==> src/rtl/timing_gen_pkg.sv <==
// Shared CPU constants for the beat/phase timing generator.
// Holds the beat and phase encodings, the ICNT width and the beat-sequencing rule.
package timing_gen_pkg;

    localparam int unsigned BEAT_W = 3;
    localparam int unsigned PH_W   = 3;
    localparam int unsigned ICNT_W = 8;

    typedef enum logic [BEAT_W-1:0] {
        W1 = 3'b001,
        W2 = 3'b010,
        W3 = 3'b100
    } beat_e;

    typedef enum logic [PH_W-1:0] {
        PH_IDLE = 3'b000,
        PH_T1   = 3'b001,
        PH_T2   = 3'b010,
        PH_T3   = 3'b100
    } phase_e;

    // Beat that follows w at T3; SHORT only matters in W1 and LONG only in W2.
    function automatic beat_e next_beat(input beat_e w, input logic short_i, input logic long_i);
        beat_e nb;
        case (w)
            W1:      nb = short_i ? W1 : W2;
            W2:      nb = long_i ? W3 : W1;
            default: nb = W1;
        endcase
        return nb;
    endfunction

endpackage

==> src/rtl/timing_gen_if.sv <==
// Controller-facing signal bundle of the timing generator.
interface timing_gen_if;
    import timing_gen_pkg::*;

    logic              QD;
    logic              DP;
    logic              SHORT;
    logic              LONG;
    logic              STOP;
    logic [PH_W-1:0]   T;
    logic [BEAT_W-1:0] W;
    logic              RUN;
    logic [ICNT_W-1:0] ICNT;

    modport master (output QD, DP, SHORT, LONG, STOP, input T, W, RUN, ICNT);
    modport slave  (input QD, DP, SHORT, LONG, STOP, output T, W, RUN, ICNT);

endinterface

==> src/rtl/qd_sync.sv <==
// Start push-button synchronizer: two-flop sync followed by a registered rising-edge pulse.
module qd_sync (
    input  logic clk,
    input  logic rst,
    input  logic qd_i,
    output logic rise_o
);

    logic sync1_q, sync1_d;
    logic sync2_q, sync2_d;
    logic prev_q,  prev_d;
    logic rise_q,  rise_d;

    always_comb begin
        sync1_d = qd_i;
        sync2_d = sync1_q;
        prev_d  = sync2_q;
        rise_d  = sync2_q & ~prev_q;
    end

    always_ff @(posedge clk or posedge rst) begin
        if (rst) begin
            sync1_q <= 1'b0;
            sync2_q <= 1'b0;
            prev_q  <= 1'b0;
            rise_q  <= 1'b0;
        end else begin
            sync1_q <= sync1_d;
            sync2_q <= sync2_d;
            prev_q  <= prev_d;
            rise_q  <= rise_d;
        end
    end

    assign rise_o = rise_q;

endmodule

==> src/rtl/timing_gen.sv <==
// Beat/phase timing generator feeding the hardwired controller: T1-T2-T3 phases per beat,
// W1/W2/W3 beat stepping at T3, halt on STOP/DP and restart on a fresh QD edge.
module timing_gen
    import timing_gen_pkg::*;
(
    input  logic        CLK,
    input  logic        RST,
    timing_gen_if.slave bus
);

    beat_e             w_q,    w_d;
    phase_e            t_q,    t_d;
    logic              run_q,  run_d;
    logic [ICNT_W-1:0] icnt_q, icnt_d;

    logic  start_c;
    logic  legal_c;
    beat_e w_nx_c;

    qd_sync u_qd_sync (
        .clk    (CLK),
        .rst    (RST),
        .qd_i   (bus.QD),
        .rise_o (start_c)
    );

    always_ff @(posedge CLK or posedge RST) begin
        if (RST) begin
            w_q    <= W1;
            t_q    <= PH_IDLE;
            run_q  <= 1'b0;
            icnt_q <= '0;
        end else begin
            w_q    <= w_d;
            t_q    <= t_d;
            run_q  <= run_d;
            icnt_q <= icnt_d;
        end
    end

    // Start edges only count while halted, so an edge seen while running is simply dropped.
    always_comb begin
        w_d     = w_q;
        t_d     = t_q;
        run_d   = run_q;
        icnt_d  = icnt_q;
        w_nx_c  = next_beat(w_q, bus.SHORT, bus.LONG);
        legal_c = ((w_q == W1) || (w_q == W2) || (w_q == W3)) &&
                  (run_q == (t_q != PH_IDLE));

        if (!legal_c) begin
            w_d   = W1;
            t_d   = PH_IDLE;
            run_d = 1'b0;
        end else begin
            case (t_q)
                PH_IDLE: begin
                    if (start_c) begin
                        t_d   = PH_T1;
                        run_d = 1'b1;
                    end
                end
                PH_T1: t_d = PH_T2;
                PH_T2: t_d = PH_T3;
                PH_T3: begin
                    w_d = w_nx_c;
                    if (w_nx_c == W1) begin
                        icnt_d = icnt_q + ICNT_W'(1);
                    end
                    if (bus.STOP || bus.DP) begin
                        t_d   = PH_IDLE;
                        run_d = 1'b0;
                    end else begin
                        t_d = PH_T1;
                    end
                end
                default: begin
                    w_d   = W1;
                    t_d   = PH_IDLE;
                    run_d = 1'b0;
                end
            endcase
        end
    end

    assign bus.T    = t_q;
    assign bus.W    = w_q;
    assign bus.RUN  = run_q;
    assign bus.ICNT = icnt_q;

endmodule

==> src/flat_wrapper.sv <==
// flat-port wrapper written by rule: the top's interface ports become plain ports
module timing_gen_flat import timing_gen_pkg::*;
  (CLK, RST, bus_QD, bus_DP, bus_SHORT, bus_LONG, bus_STOP, bus_T, bus_W, bus_RUN, bus_ICNT);
  timing_gen_if bus_i ();
  input  logic CLK;
  input  logic RST;
  input wire logic [$bits(bus_i.QD)-1:0] bus_QD;
  input wire logic [$bits(bus_i.DP)-1:0] bus_DP;
  input wire logic [$bits(bus_i.SHORT)-1:0] bus_SHORT;
  input wire logic [$bits(bus_i.LONG)-1:0] bus_LONG;
  input wire logic [$bits(bus_i.STOP)-1:0] bus_STOP;
  output wire logic [$bits(bus_i.T)-1:0] bus_T;
  output wire logic [$bits(bus_i.W)-1:0] bus_W;
  output wire logic [$bits(bus_i.RUN)-1:0] bus_RUN;
  output wire logic [$bits(bus_i.ICNT)-1:0] bus_ICNT;
  assign bus_i.QD = bus_QD;
  assign bus_i.DP = bus_DP;
  assign bus_i.SHORT = bus_SHORT;
  assign bus_i.LONG = bus_LONG;
  assign bus_i.STOP = bus_STOP;
  assign bus_T = bus_i.T;
  assign bus_W = bus_i.W;
  assign bus_RUN = bus_i.RUN;
  assign bus_ICNT = bus_i.ICNT;
  timing_gen u_core (.CLK(CLK), .RST(RST), .bus(bus_i));
endmodule
==> config.mk <==
export PLATFORM = sky130hd
export DESIGN_NAME = timing_gen_flat
export DESIGN_NICKNAME = d
export VERILOG_FILES = /design/src/rtl/timing_gen_pkg.sv /design/src/rtl/timing_gen_if.sv /design/src/rtl/qd_sync.sv /design/src/rtl/timing_gen.sv /design/src/flat_wrapper.sv
export SDC_FILE = /design/constraint.sdc
export NUM_CORES = 1
export LEC_CHECK = 0
export CORE_UTILIZATION = 35
export CTS_CLUSTER_SIZE = 14
export DETAILED_ROUTE_END_ITERATION = 6
export SKIP_CTS_REPAIR_TIMING = 1
export SYNTH_ARGS = -nofsm -noshare
export SYNTH_HDL_FRONTEND = slang
export SYNTH_SLANG_ARGS = --single-unit
==> constraint.sdc <==
create_clock -name CLK -period 1.91 [get_ports CLK]
set_input_delay 0.2865 -clock CLK [delete_from_list [all_inputs] [get_ports CLK]]
set_output_delay 0.2865 -clock CLK [all_outputs]
set_load 0.01 [all_outputs]
Word level (Yosys, flattened, before mapping)
Cells that the tools add are included.
- flip-flop bits (word level): 19
- bits in latches: 0
- memory bits (writable): 0
- ROM bits: 0
- input port bits: 7
- output and inout bits: 15
- word-level logic and storage cells: 46
- memories: 0
- $add $sub $neg: 1
- $mul: 0
- divide/modulo/power cells: 0
- magnitude comparators: 0
- equal/unequal tests: 12
- shifts and indexed selects: 0
- multiplexer cells: 13
- bitwise gates (word level): 2
- reductions and logical operators: 10
- operator list (cell ; number):
    $mux W3 ; 4
    $pmux W3 S2 ; 2
    $pmux W3 S4 ; 1
    $eq A3 B1 Y1 const B ; 3
    $add A8 B1 Y8 const B ; 1
    $eq A3 B2 Y1 const B ; 2
    $eq A3 B3 Y1 const B ; 2
    $ne A3 B3 Y1 const B ; 2
    $reduce_and A3 Y1 ; 2
    $mux W1 ; 4
    $ne A2 B2 Y1 const B ; 2
    $logic_not A3 Y1 ; 1
    $logic_or A1 B1 Y1 ; 3
    $pmux W1 S3 ; 1
    $reduce_bool A3 Y1 ; 1
    $reduce_or A3 Y1 ; 1
    $mux W2 ; 1
    $reduce_or A2 Y1 ; 1
    $and A1 B1 Y1 ; 1
    $eq A1 B1 Y1 ; 1
    $logic_and A1 B1 Y1 ; 1
    $not A1 Y1 ; 1

Depth between registers and ports, before layout
Gate-level depths: netlist of the first run.
- depth in word-level cells: 6
- gate-level depth with buffers: 5
- gate-level depth less buffers: 4

Hierarchy
From an unflattened synthesis of the first run, not the netlist that was laid out.
- cell total of the unflattened synthesis: 86
- area total of the unflattened synthesis: 997.2 um^2
- by module, submodules not included (module ; instances ; cells an instance ; area each (um^2) ; seq. area each (um^2)):
    timing_gen ; 1 ; 80 ; 879.6 ; 376.6
    qd_sync ; 1 ; 6 ; 117.6 ; 100.1

Worst setup path after synthesis of the first run
No wires, ideal clock.
- path type: register to register
- from: register u_core.t_q[1], in the netlist u_core.bus.T[1]
- to: register u_core.icnt_q[1], in the netlist u_core.bus.ICNT[1]
- library setup time: 128 ps
- arrival: 1948 ps
- required time: 1782 ps
- setup slack: -166 ps
- cell stages (with the launch flop): 6
- path buffers: 1
- clock period less this slack: 2076 ps
- path through: dfrtp_1 -> buf_6 -> or3b_4 -> or4b_4 -> nor2_1 -> mux2_1
- cells in the longest elaborated chain, start to end: 4
- elaborated cells on any way between the ends: 5
- classes of those cells: eq/ne (2); reduce/logical (3)
- ends and longest elaborated chain (item ; line ; text):
    start, declared ; timing_gen.sv:12 ; phase_e t_q, t_d;
    start signal, assigned ; timing_gen.sv:35 ; t_q <= t_d;
    $reduce_bool A3 Y1 ; timing_gen.sv:49 ; (run_q == (t_q != PH_IDLE));
    $eq A1 B1 Y1 ; timing_gen.sv:49 ;
    $logic_and A1 B1 Y1 ; timing_gen.sv:48 ; legal_c = ((w_q == W1) || (w_q == W2) || (w_q == W3)) &&
    $reduce_and A3 Y1 (no line) * ; n/a ;
    end signal, assigned ; timing_gen.sv:37 ; icnt_q <= icnt_d;
    end, declared ; timing_gen.sv:14 ; logic [ICNT_W-1:0] icnt_q, icnt_d;
Every way passes the cells marked *; elsewhere a longest branch is shown, timed or not.
A chain may end at the register's enable or synchronous reset.

Worst setup path after layout of the first run
Ends and elaborated chain as after synthesis.

==> summary.txt, run 1 <==
status = finished, final reports clean
sw power = 0.227 mW
Pleak = 0.568 nW
Pwr Total = 0.822 mW
clk slew on worst S/H paths = 0.11 ns
drt total wl = 1870 um
post-synthesis sequential area ratio = 0.517
unrepaired setup endpoints after global routing = true
Ports = 22
syn_area_per_cell = 11.4 um^2
CTS Buffer Depth = 2
Die Footprint = 2840 um^2
VDD IR-drop max = 0.447 mV
final worst slack = 0.0230 ns
Chip Height = 53.3 um
clock share of power = 0.238
nets = 122
number of global-route vias before repair = 728
area grow syn2layout = 38.1%
initial antenna violation count = 0
n_diodes = 0
GRT overflow = 0
Flop pwr share = 0.537
final max-slew violation count = 0
Inserted Clock Buffers = 3
post-DP HPWL = 1370 um
fmax = 530 MHz
Tightest Pin Transition = 0.390 ns
pre-CTS WS = -0.0946 ns
DIE WIDTH = 53.3 um
WL/cell = 13.1 um
Hold Path Class = in2async
crit-path max FO = 4
Mapped Cells = 81
#FFs+latches synth = 19
final-report setup violation count = 0
Total GRT Usage = 0.157
I/O Buffers = 21
Synth Net Count = 89
# rows = 18
FFs w/ async S/R, synth = 1.00
RD Place Congestion = 0.782
synth unique cells = 35
CP required = 2.09 ns
Core Area = 2480 um^2
Synth Warn # = 0
EDFF count, synth = 0
CP max stage cell = or4b_4
fill count = 243
DP Cell Count = 139
Tmin final = 1.89 ns
switching share of power = 0.276
Syn Std Cell Area = 922 um^2
Initial Utilization = 0.372
Worst-Skew Late Latency = 0.29 ns
critical path's largest stage delay = 0.54 ns
power share of the combinational group = 0.225
final hold violations = 0
CP Launch Type = register
CTS tree = built
drc violations = 0
total vias in the final route = 726
fin crit share = 0.988
Int Power = 0.596 mW
global-route wire length before repair = 3160 um
fin cells = 143
Setup CP Type = reg2reg
CP Capture Type = register
post-route ant nets = 0
CP Data Arrival Time = 2.07 ns
# H-tree levels = 1
Top FF cell, synth = dfrtp_1
max_cap viols = 0
Avg Vias per Cell = 5.08
Final Skew = 0.00260 ns
# clock sinks = 19
1st-iter DRT viols = 13
Slew HR = 0.740
layout cells sized above 1 = 0.195
First-pass DRT Iterations = 4
TNS Setup = 0 ns
root buf cell = clkbuf_4
PD cells = 646 nW/um^2
largest net degree at the start of global routing = 20
critical-path cell list = or3b_4, or4b_4, nor2_4, mux2_4
## cells in the mapped netlist, types with 2 or more instances
library cell  count  share of area
a21oi_1           3          0.016
nor3b_1           3          0.024
nor2b_1           2          0.014
nor4b_1           3          0.028
dfrtp_1          18           0.49
xnor2_1           4          0.038
a22oi_1           2          0.016
nor3_1            3          0.016
nand3_1           2          0.011
nor2_1            5          0.020
nor4_1            2          0.014
xor2_1            6          0.057
nand4_1           2          0.014
nand2_1           5          0.020
## state kept, by name (all words and copies together), names as in the netlist
register / flops
u_core.bus.ICNT: 8
u_core.bus.RUN: 1
u_core.bus.T: 3
u_core.bus.W: 3
u_core.u_qd_sync.prev_d: 1
u_core.u_qd_sync.prev_q: 1
u_core.u_qd_sync.rise_o: 1
u_core.u_qd_sync.sync1_q: 1
## layout by cell type, fill, tap and decap left out, types with 2 or more instances in the layout
cell	count
clkdlybuf4s50_1	21
dfrtp_1	18
buf_4	10
xor2_1	6
nand2_1	5
nor2_1	4
xnor2_1	4
nor3_1	3
nor3b_1	3
a21oi_1	3
clkbuf_4	3
nand3_1	2
nor2b_1	2
a22oi_1	2
nor4b_1	2
nand4_1	2
nor4_1	2
## power groups by stage
stage	logic [mW]	clock network [mW]	registers (mW)
final	0.185	0.196	0.441
after global routing	0.206	0.227	0.445
after CTS	0.186	0.211	0.442
after detailed placement	0.184	0	0.450
after global placement	0.180	0	0.448
after floorplan	0.0971	0	0.454
## worst paths after layout
check                                              start                      end  slack [ns]  cells after the start
min in group CLK                u_core.u_qd_sync.sync1_q  u_core.u_qd_sync.prev_d        0.36                      0
worst min register to register  u_core.u_qd_sync.sync1_q  u_core.u_qd_sync.prev_d        0.36                      0
worst min-delay path                                 RST  u_core.u_qd_sync.prev_q        0.30                      3
worst max register to register           u_core.bus.T[1]       u_core.bus.ICNT[1]        0.02                      4
max in group asynchronous                            RST          u_core.bus.W[0]        1.35                      3
worst max-delay path                     u_core.bus.T[1]       u_core.bus.ICNT[1]        0.02                      4
## layout make-up
cell class / instances / area [um^2] / share of cell area
clock buffer: 3 / 22.5 / 0.0177
clock inverter: 1 / 5.00 / 0.00393
inverter: 1 / 3.75 / 0.00295
multi-input combinational: 57 / 432 / 0.339
sequential: 19 / 477 / 0.374
tap: 30 / 37.5 / 0.0295
timing repair buffer: 32 / 297 / 0.233
## stage by stage
| stage | util | area, um^2 | hold WS [ns] |
|---|---|---|---|
| 6_report | 0.514 | 1270 | 0.300 |
| 5_1_grt | 0.514 | 1270 | 0.326 |
| 4_1_cts | 0.509 | 1260 | 0.299 |
| 3_5_place_dp | 0.497 | 1230 | 0.346 |
| 3_3_place_gp | 0.497 | 1230 | 0.335 |
| 2_1_floorplan | - | 930 | 0.237 |
## critical path, delay by kind of cell (launching register included)
family | cells | cell delay [ns]
flip-flops | 1 | 0.39
AND/OR/NAND/NOR | 3 | 1.08
multiplexers | 1 | 0.31
## kinds of logic after synthesis
logic type                 synth area share
adders and majority gates            0.0136
AOI/OAI and AO/OA                    0.0760
and+or+nand+nor                       0.252
buffers and inverters                0.0339
xor gates and xnor gates             0.0950
DFF                                   0.517
muxes                                0.0122
## metal layers
metal	part of all wire	track usage	up-vias	routed length [um]
li1	-	-	360	-
met1	0.47	0.213	348	873
met2	0.49	0.235	16	910
met3	0.039	0.0316	2	72
met4	0.0070	0.0702	0	13
met5	0	0	-	0
No activity file was read; power rests on OpenSTA's default activity.
==> run 2, diff against run 1 <==
--- a/config.mk
+++ b/config.mk
@@ -5,6 +5,7 @@
 export SDC_FILE = /design/constraint.sdc
 export NUM_CORES = 1
 export LEC_CHECK = 0
+export ABC_AREA = 0
 export CORE_UTILIZATION = 35
 export CTS_CLUSTER_SIZE = 14
 export DETAILED_ROUTE_END_ITERATION = 6
==> results of run 2 <==
Final layout, timing and power as in run 1 (identical DEF).
==> run 3, diff against run 2 <==
--- a/config.mk
+++ b/config.mk
@@ -6,6 +6,7 @@
 export NUM_CORES = 1
 export LEC_CHECK = 0
 export ABC_AREA = 0
+export CORE_ASPECT_RATIO = 0.75
 export CORE_UTILIZATION = 35
 export CTS_CLUSTER_SIZE = 14
 export DETAILED_ROUTE_END_ITERATION = 6
==> run 3 against run 2 <==
Against the previous run:
- utilization is 1.2 points higher
- flip-flop and latch count stayed put
- final cell count is 2.1% higher
- non-clock buffer count is 1 lower
- setup slack worse by 0.040 ns
- sequential share of layout area is 0.26 points higher
- register-to-register slack worse by 0.04 ns
- total power is 0.57% higher
- global-route usage is 0.10 points lower
- largest cell class unchanged
- the flow now finishes with violations (setup timing)
- highest routed layer unchanged
==> summary.txt, run 3 (synthesis gave the netlist of run 1 again) <==
CTS Buffer Depth = 2 (unchanged)
drc violations = 0 (unchanged)
status = complete, but fails checks (was finished, final reports clean)
layout cells sized above 1 = 0.179 (was 0.195)
VDD IR-drop max = 0.428 mV (was 0.447 mV)
Critical Path Source = u_core.bus.T[1] (unchanged)
clk slew on worst S/H paths = 0.11 ns (about the same)
max reg flops = 8 (unchanged)
PD cells = 654 nW/um^2 (was 646 nW/um^2)
CP required = 2.10 ns (was 2.09 ns)
First-pass DRT Iterations = 4 (unchanged)
Initial Utilization = 0.384 (was 0.372)
fmax = 519 MHz (was 530 MHz)
worst hold margin = 0.291 ns (was 0.300 ns)
RD Place Congestion = 0.760 (was 0.782)
worst r2r src = u_core.bus.T[1] (unchanged)
WL/cell = 12.8 um (was 13.1 um)
post-DP HPWL = 1340 um (was 1370 um)
TNS Setup = -0.0166 ns (was 0 ns)
Hold Path Class = in2async (unchanged)
Worst-Skew Late Latency = 0.30 ns (was 0.29 ns)
Avg Vias per Cell = 5.09 (was 5.08)
most common cell after layout, fill and taps aside = clkdlybuf4s50_1 (unchanged)
worst r2r path cells = 4 (unchanged)
nets = 121 (was 122)
reg2reg end = u_core.bus.ICNT[1] (unchanged)
root buf cell = clkbuf_4 (unchanged)
Die Footprint = 2850 um^2 (was 2840 um^2)
Chip Height = 46.5 um (was 53.3 um)
number of global-route vias before repair = 678 (was 728)
# H-tree levels = 1 (unchanged)
Final Skew = 0.00493 ns (was 0.00260 ns)
# rows = 15 (was 18)
Setup CP Type = reg2reg (unchanged)
CP Data Arrival Time = 2.12 ns (was 2.07 ns)
fin crit share = 1.01 (was 0.988)
CP Launch Type = register (unchanged)
crit-path max FO = 4 (unchanged)
Pleak = 0.555 nW (was 0.568 nW)
worst reg-to-reg setup slack = -0.02 ns (was 0.02 ns)
Slew HR = 0.727 (was 0.740)
unrepaired setup endpoints after global routing = true (unchanged)
drt total wl = 1880 um (was 1870 um)
Total GRT Usage = 0.156 (was 0.157)
Pwr Total = 0.827 mW (was 0.822 mW)
commonest non-fill, non-tap cells in the layout = clkdlybuf4s50_1, dfrtp_1, buf_4 (unchanged)
total vias in the final route = 743 (was 726)
I/O Buffers = 21 (unchanged)
Tightest Pin Transition = 0.408 ns (was 0.390 ns)
Tmin final = 1.93 ns (was 1.89 ns)
Core Area = 2400 um^2 (was 2480 um^2)
DIE WIDTH = 61.3 um (was 53.3 um)
CTS tree = built (unchanged)
global-route wire length before repair = 3040 um (was 3160 um)
largest net degree at the start of global routing = 20 (unchanged)
area grow syn2layout = 37.2% (was 38.1%)
Ports = 22 (unchanged)
final worst slack = -0.0166 ns (was 0.0230 ns)
post-route ant nets = 0 (unchanged)
failing checks = setup timing
GRT overflow = 0 (unchanged)
end point of the critical path = u_core.bus.ICNT[1] (unchanged)
final hold violations = 0 (unchanged)
n_diodes = 0 (unchanged)
1st-iter DRT viols = 10 (was 13)
initial antenna violation count = 0 (unchanged)
final max-slew violation count = 0 (unchanged)
max_cap viols = 0 (unchanged)
CP Capture Type = register (unchanged)
Inserted Clock Buffers = 3 (unchanged)
# clock sinks = 19 (unchanged)
final-report setup violation count = 1 (was 0)
-- run 3: changes by cell type in the layout (fill, tap and decap cells not counted) --
| cell | previous run | this run |
|---|---|---|
| clkinv_2 | 1 | 0 |
| clkbuf_1 | 0 | 1 |
| nor4b_1 | 2 | 3 |
| nor3b_2 | 0 | 1 |
| nor4b_2 | 1 | 0 |
| buf_6 | 1 | 0 |
| nor3b_1 | 3 | 2 |
-- run 3: report_power, final --
part / switching (mW) / total [mW] / internal (mW)
clock: 0.122 / 0.204 / 0.0814
combinational: 0.0834 / 0.175 / 0.0912
sequential: 0.0255 / 0.449 / 0.423
-- run 3: area by class of cell --
class	instances	area [um^2]
Tap cell	34	42.5
Multi-Input combinational cell	57	430
Clock buffer	4	26.3
Timing Repair Buffer	31	285
Fill cell	241	1140
Inverter	1	3.75
Sequential cell	19	477
-- run 3: critical path, stage by stage (launching register included) --
cell     delay (ns)
dfrtp_1        0.40
or3b_4         0.41
or4b_4         0.56
nor2_4         0.14
mux2_4         0.31
-- run 3: per-stage QoR --
stage               area, um^2  std cells  worst slack, ns  utilization
global route              1260        146          -0.0598        0.527
CTS                       1260        146         -0.00167        0.523
global placement          1230        142          -0.0744        0.512
detailed placement        1230        142           -0.100        0.512
floorplan                  930         81           -0.113            -
finish                    1260        146          -0.0166        0.527
-- run 3: worst min path at each step --
| stage | from | end | slack, ns | cells after the start |
|---|---|---|---|---|
| 6_report | RST | u_core.bus.ICNT[7] | 0.29 | 3 |
| 5_1_grt | RST | u_core.bus.ICNT[6] | 0.35 | 3 |
| 4_1_cts | RST | u_core.bus.ICNT[0] | 0.29 | 3 |
| 3_5_place_dp | u_core.u_qd_sync.sync1_q | u_core.u_qd_sync.prev_d | 0.34 | 0 |
| 3_3_place_gp | u_core.u_qd_sync.sync1_q | u_core.u_qd_sync.prev_d | 0.34 | 0 |
| 2_1_floorplan | RST | u_core.bus.ICNT[0] | 0.24 | 1 |
-- run 3: routing by layer --
metal  vias up  global-route usage  routed length (um)
met4         0              0.0591                  13
met3         2              0.0506                  66
met5         -                   0                   0
li1        356                   -                   -
met1       371               0.205                 962
met2        14               0.239                 833
